==> config.mk <==
export PLATFORM = sky130hd
export DESIGN_NAME = rgb_timing_detect
export DESIGN_NICKNAME = d
export VERILOG_FILES = /design/src/rtl/rgb_timing_detect.sv
export SDC_FILE = /design/constraint.sdc
export NUM_CORES = 1
export LEC_CHECK = 0
export CAP_MARGIN = 20
export CORE_UTILIZATION = 25
export CTS_CLUSTER_SIZE = 25
export DETAILED_ROUTE_END_ITERATION = 10
export MAX_ROUTING_LAYER = met4
export SLEW_MARGIN = 30
export SYNTH_ARGS = -nofsm -noshare
export SYNTH_HDL_FRONTEND = slang
export SYNTH_SLANG_ARGS = --single-unit
==> constraint.sdc <==
create_clock -name rgb_clk -period 5 [get_ports rgb_clk]
set_clock_uncertainty 0.1 [all_clocks]
set_input_delay 1 -clock rgb_clk [delete_from_list [all_inputs] [get_ports rgb_clk]]
set_output_delay 1 -clock rgb_clk [all_outputs]
set_load 0.02 [all_outputs]
==> src/rtl/rgb_timing_detect.sv <==
// Receive-side timing recovery for a parallel RGB stream: pixel coordinates,
// frame-start pulse, measured frame geometry and a geometry-stable lock flag.
module rgb_timing_detect #(
  parameter logic        HS_POL      = 1'b0,
  parameter logic        VS_POL      = 1'b0,
  parameter logic [3:0]  LOCK_FRAMES = 4'd2,
  parameter logic [11:0] TIMEOUT     = 12'd4000
) (
  input  logic        rgb_clk,
  input  logic        rgb_rst_n,
  input  logic        rgb_hs,
  input  logic        rgb_vs,
  input  logic        rgb_de,
  output logic        pix_valid,
  output logic [10:0] rgb_x,
  output logic [10:0] rgb_y,
  output logic        frame_start,
  output logic [11:0] h_total,
  output logic [11:0] h_active,
  output logic [11:0] v_total,
  output logic [11:0] v_active,
  output logic        locked
);

  typedef enum logic [1:0] {ST_UNLOCKED = 2'd0, ST_ARMED = 2'd1, ST_LOCKED = 2'd2} state_t;

  function automatic logic [11:0] sat_inc12(input logic [11:0] v);
    return (v == 12'hFFF) ? v : v + 12'd1;
  endfunction

  function automatic logic [10:0] sat_inc11(input logic [10:0] v);
    return (v == 11'h7FF) ? v : v + 11'd1;
  endfunction

  state_t      state_r;
  logic        hs_s1_r, hs_s2_r, vs_s1_r, vs_s2_r, de_s1_r, de_s2_r;
  logic [11:0] hc_r, line_len_r, run_r, line_act_r, hs_cnt_r, de_lines_r;
  logic [3:0]  match_cnt_r;

  logic        hs_edge_s, vs_edge_s, de_rise_s, de_fall_s, timeout_s;
  logic        tuple_eq_s, tuple_nz_s;
  logic [11:0] line_len_next_s, line_act_next_s, hs_cnt_next_s, de_lines_next_s;
  logic [3:0]  match_inc_s;

  // Edge detection and the values the frame counters will hold after this cycle
  always_comb begin
    hs_edge_s = (hs_s1_r == HS_POL) && (hs_s2_r != HS_POL);
    vs_edge_s = (vs_s1_r == VS_POL) && (vs_s2_r != VS_POL);
    de_rise_s = de_s1_r && !de_s2_r;
    de_fall_s = !de_s1_r && de_s2_r;
    timeout_s = (hc_r == TIMEOUT);
    if (hs_edge_s) begin
      line_len_next_s = sat_inc12(hc_r);
      hs_cnt_next_s   = sat_inc12(hs_cnt_r);
    end else begin
      line_len_next_s = line_len_r;
      hs_cnt_next_s   = hs_cnt_r;
    end
    if (de_fall_s) begin
      line_act_next_s = run_r;
      de_lines_next_s = sat_inc12(de_lines_r);
    end else begin
      line_act_next_s = line_act_r;
      de_lines_next_s = de_lines_r;
    end
    tuple_eq_s  = (line_len_next_s == h_total) && (line_act_next_s == h_active) &&
                  (hs_cnt_next_s == v_total) && (de_lines_next_s == v_active);
    tuple_nz_s  = (line_len_next_s != 12'd0) && (line_act_next_s != 12'd0) &&
                  (hs_cnt_next_s != 12'd0) && (de_lines_next_s != 12'd0);
    match_inc_s = (match_cnt_r == 4'hF) ? match_cnt_r : match_cnt_r + 4'd1;
  end

  // Input register stage plus one delayed copy for transition detection;
  // sync history resets to the pulse level so no edge is seen out of reset
  always_ff @(posedge rgb_clk or negedge rgb_rst_n) begin
    if (!rgb_rst_n) begin
      hs_s1_r <= HS_POL;
      hs_s2_r <= HS_POL;
      vs_s1_r <= VS_POL;
      vs_s2_r <= VS_POL;
      de_s1_r <= 1'b0;
      de_s2_r <= 1'b0;
    end else begin
      hs_s1_r <= rgb_hs;
      hs_s2_r <= hs_s1_r;
      vs_s1_r <= rgb_vs;
      vs_s2_r <= vs_s1_r;
      de_s1_r <= rgb_de;
      de_s2_r <= de_s1_r;
    end
  end

  // Pixel coordinate outputs and frame-start pulse
  always_ff @(posedge rgb_clk or negedge rgb_rst_n) begin
    if (!rgb_rst_n) begin
      pix_valid   <= 1'b0;
      frame_start <= 1'b0;
      rgb_x       <= 11'd0;
      rgb_y       <= 11'd0;
    end else begin
      pix_valid   <= de_s1_r;
      frame_start <= vs_edge_s;
      if (de_s1_r) begin
        rgb_x <= de_rise_s ? 11'd0 : sat_inc11(rgb_x);
      end else begin
        rgb_x <= rgb_x;
      end
      if (vs_edge_s) begin
        rgb_y <= 11'd0;
      end else if (de_fall_s) begin
        rgb_y <= sat_inc11(rgb_y);
      end else begin
        rgb_y <= rgb_y;
      end
    end
  end

  // Per-line measurement and per-frame line counters (cleared after publish)
  always_ff @(posedge rgb_clk or negedge rgb_rst_n) begin
    if (!rgb_rst_n) begin
      hc_r       <= 12'd0;
      line_len_r <= 12'd0;
      run_r      <= 12'd0;
      line_act_r <= 12'd0;
      hs_cnt_r   <= 12'd0;
      de_lines_r <= 12'd0;
    end else begin
      hc_r       <= hs_edge_s ? 12'd0 : sat_inc12(hc_r);
      line_len_r <= line_len_next_s;
      line_act_r <= line_act_next_s;
      if (de_rise_s) begin
        run_r <= 12'd1;
      end else if (de_s1_r) begin
        run_r <= sat_inc12(run_r);
      end else begin
        run_r <= run_r;
      end
      hs_cnt_r   <= vs_edge_s ? 12'd0 : hs_cnt_next_s;
      de_lines_r <= vs_edge_s ? 12'd0 : de_lines_next_s;
    end
  end

  // Lock FSM with published geometry; timeout overrides any vs edge
  always_ff @(posedge rgb_clk or negedge rgb_rst_n) begin
    if (!rgb_rst_n) begin
      state_r     <= ST_UNLOCKED;
      match_cnt_r <= 4'd0;
      locked      <= 1'b0;
      h_total     <= 12'd0;
      h_active    <= 12'd0;
      v_total     <= 12'd0;
      v_active    <= 12'd0;
    end else if (timeout_s) begin
      state_r     <= ST_UNLOCKED;
      match_cnt_r <= 4'd0;
      locked      <= 1'b0;
    end else if (vs_edge_s) begin
      case (state_r)
        ST_UNLOCKED: begin
          state_r     <= ST_ARMED;
          match_cnt_r <= 4'd0;
          locked      <= 1'b0;
        end
        ST_ARMED, ST_LOCKED: begin
          h_total  <= line_len_next_s;
          h_active <= line_act_next_s;
          v_total  <= hs_cnt_next_s;
          v_active <= de_lines_next_s;
          if (tuple_eq_s && tuple_nz_s) begin
            match_cnt_r <= match_inc_s;
            if (state_r == ST_LOCKED || match_inc_s >= LOCK_FRAMES) begin
              state_r <= ST_LOCKED;
              locked  <= 1'b1;
            end else begin
              state_r <= ST_ARMED;
              locked  <= 1'b0;
            end
          end else begin
            state_r     <= ST_ARMED;
            match_cnt_r <= 4'd0;
            locked      <= 1'b0;
          end
        end
        default: begin
          state_r     <= ST_UNLOCKED;
          match_cnt_r <= 4'd0;
          locked      <= 1'b0;
        end
      endcase
    end else begin
      state_r     <= state_r;
      match_cnt_r <= match_cnt_r;
      locked      <= locked;
    end
  end

endmodule

==> impl_metrics.json <==
{
  "status": "complete, no violations",
  "setup_violations": 0,
  "relSlewSlack_pct": 43.2,
  "post-cts-setup-buffer-count": 0,
  "max_cap_viol_count": 0,
  "initial_core_util_pct": 25.5,
  "io_pins": 78,
  "met3WireLength_um": 1160,
  "synthArstFlopShare_pct": 100,
  "start_kind": "flip-flop",
  "hpwl_um": 17400,
  "yosysUniqueCellTypes": 77,
  "clk_latency_ns": 0.43,
  "ys.flop_type": "dfrtp_1",
  "highest_layer": "met4",
  "ys_ff_latch": 156,
  "rsz0062_at_grt": "no",
  "avgRoutedWirePerCell_um": 16.3,
  "hold_class": "reg -> reg",
  "vias": 7144,
  "cp-end-kind": "flip-flop",
  "numPlacedInstances": 1429,
  "wirelength_met1_um": 11700,
  "synth_edf_count": 0,
  "synth_top_family_by_area": "simple AND/OR/NAND/NOR gates",
  "drt_iter0_markers": 475,
  "gr-usage-all-layers_pct": 14.4,
  "grt_pass1_wl_um": 38900,
  "dieHeight_um": 188,
  "first_global_vias": 6810,
  "clock_path_buffers": 2,
  "die-area_sq_um": 35200,
  "clkTransAtPathRegs_ns": 0.07,
  "min_period_over_period_pct": 83.2,
  "synth_fa_ha_area_share_pct": 1.74,
  "crit_required_ns": 5.22,
  "wl_um": 23900,
  "netlist_area_sq_um": 8610,
  "cp_slowest_cell": "a2111oi_0",
  "max_stage_delay_ns": 0.74,
  "core_area_sq_um": 33700,
  "drv_slew": 0,
  "cts_resized": 0,
  "syn-instance-count": 944,
  "yosysSeqAreaShare_pct": 45.3,
  "max_freq_ghz": 0.240,
  "hold_viol_final": 0,
  "routed_via_density": 4.89,
  "synth.area.mux_share_pct": 3.11,
  "synth_compound_area_share_pct": 13.7,
  "arrival_ns": 4.38,
  "antenna_found_initial": 0,
  "diodes": 0,
  "tightest_slew_ns": 0.830,
  "synthesis.nets": 961,
  "cp_max_fo": 17,
  "die_x_um": 188,
  "syn_avg_cell_area_sq_um": 9.12,
  "worstSetupPathType": "reg -> reg",
  "worstPathCellList": "nand2b_1, mux2i_1, a221oi_1, o2111ai_1, a2111oi_0, nand4_1, nor4_4, a31oi_1, a221o_1",
  "synthSimpleGateAreaFrac_pct": 24.0,
  "whs_path_depth": 0,
  "root_buffer": "clkbuf_16",
  "cts_tree": "built",
  "synthToLayoutAreaGrowth_pct": 21.1,
  "detailedRoute.firstPassIterationCount": 5,
  "grt_overflow_total": 0,
  "timing.setup.tns_ns": 0,
  "power.leakage_uw": 0.00434,
  "irDropWorstVdd_v": 0.000301,
  "layout.nets": 1017,
  "r2r_cells": 9,
  "met2_length_um": 10600,
  "layoutNonFillerInstCount": 1461,
  "routabilityCongestion": 0.878,
  "htree_levels": 4,
  "drc_errors": 0,
  "drive_gt1_share_pct": 8.00,
  "ys_warn_count": 0,
  "cts_buffers": 17,
  "cts_hold_buffers": 0,
  "postRouteAntennaNets": 0,
  "power.density_nw_per_um2": 352,
  "cts.sinks": 156,
  "num_rows": 67,
  "port_buffers": 77,
  "synth_xor_area_share_pct": 7.91,
  "grt_max_degree": 95,
  "min_period_ns": 4.16
}
synthesized netlist by cell type (24+ instances only):
library cell  instances  area (sq um)
nor2_1               96           360
a21oi_1              24           120
nand2_1             117           439
nand3_1              28           140
nand4_1              34           213
xnor2_1              41           359
o21ai_0              75           375
nor3_1               24           120
xor2_1               31           272
inv_1                36           135
clkbuf_1             31           116
dfrtp_1             156          3900
layer usage:
layer / vias up / GRT usage, %
li1: 3472 / -
met1: 3474 / 19.9
met2: 169 / 20.9
met3: 29 / 3.44
met4: 0 / 4.10
met5: - / -
placed cells by master (no fill, tap or decap), drive strengths merged, types with 24 or more instances in the layout:
cell type	n
nand4	34
a21oi	24
nand2	118
dfrtp	156
inv	45
clkdlybuf4s50	76
xor2	31
nor2	96
xnor2	42
nor3	26
o21ai	77
nand3	30
logic make-up after synthesis:
group / Yosys count
buffers and inverters: 87
muxes: 24
DFF: 156
and+or+nand+nor: 408
AOI/OAI and AO/OA: 183
xor gates and xnor gates: 74
adders and majority gates: 12
registers in the layout, indices dropped and copies added, names as in the netlist, 2 cells and up:
name,cells
de_lines_r,12
h_active,12
h_total,12
hc_r,12
hs_cnt_r,12
line_act_r,12
line_len_r,12
run_r,12
v_active,12
v_total,12
rgb_x,11
rgb_y,11
match_cnt_r,4
state_r,2
worst max-delay path, delay by kind of cell (launching register included):
| family | cells | cell delay [ns] |
|---|---|---|
| AND/OR/NAND/NOR | 3 | 1.40 |
| multiplexers | 1 | 0.26 |
| AO/OA/AOI/OAI | 5 | 1.63 |
| flip-flops | 1 | 0.64 |
worst paths after layout:
kind                                                end  slack, ns           startpoint
worst max-delay path             state_r[0]$_DFFE_PN0P_       0.84  pix_valid$_DFF_PN0_
worst min-delay path                  vs_s2_r$_DFF_PN0_       0.34    vs_s1_r$_DFF_PN0_
worst max register to register   state_r[0]$_DFFE_PN0P_       0.84  pix_valid$_DFF_PN0_
worst min register to register        vs_s2_r$_DFF_PN0_       0.34    vs_s1_r$_DFF_PN0_
max in group asynchronous       v_active[1]$_DFFE_PN0P_       3.32            rgb_rst_n
min in group asynchronous       v_active[9]$_DFFE_PN0P_       0.51            rgb_rst_n
cell type report:
cell class,count,area (sq um)
Clock buffer,18,439
Clock inverter,14,169
Fill cell,3537,23300
Inverter,36,135
Multi-Input combinational cell,701,4360
Sequential cell,156,3900
Tap cell,448,561
Timing Repair Buffer,88,857
through the flow:
step	hold WS, ns	instance area, sq um	power, uW	worst slack, ns	util (%)
floorplan	0.249	8610	1990	1.75	-
global placement	0.314	9810	2320	0.882	29.1
detailed placement	0.325	9810	2340	0.907	29.1
CTS	0.340	10400	3710	0.867	30.9
global route	0.350	10400	3860	0.414	30.9
finish	0.340	10400	3670	0.841	30.9
where the power goes:
part / total, uW / switching, uW / internal (uW)
Clock: 1360 / 590 / 770
Sequential: 1550 / 175 / 1380
Combinational: 758 / 428 / 330
Total: 3670 / 1190 / 2480
No activity file was read; power rests on OpenSTA's default activity.
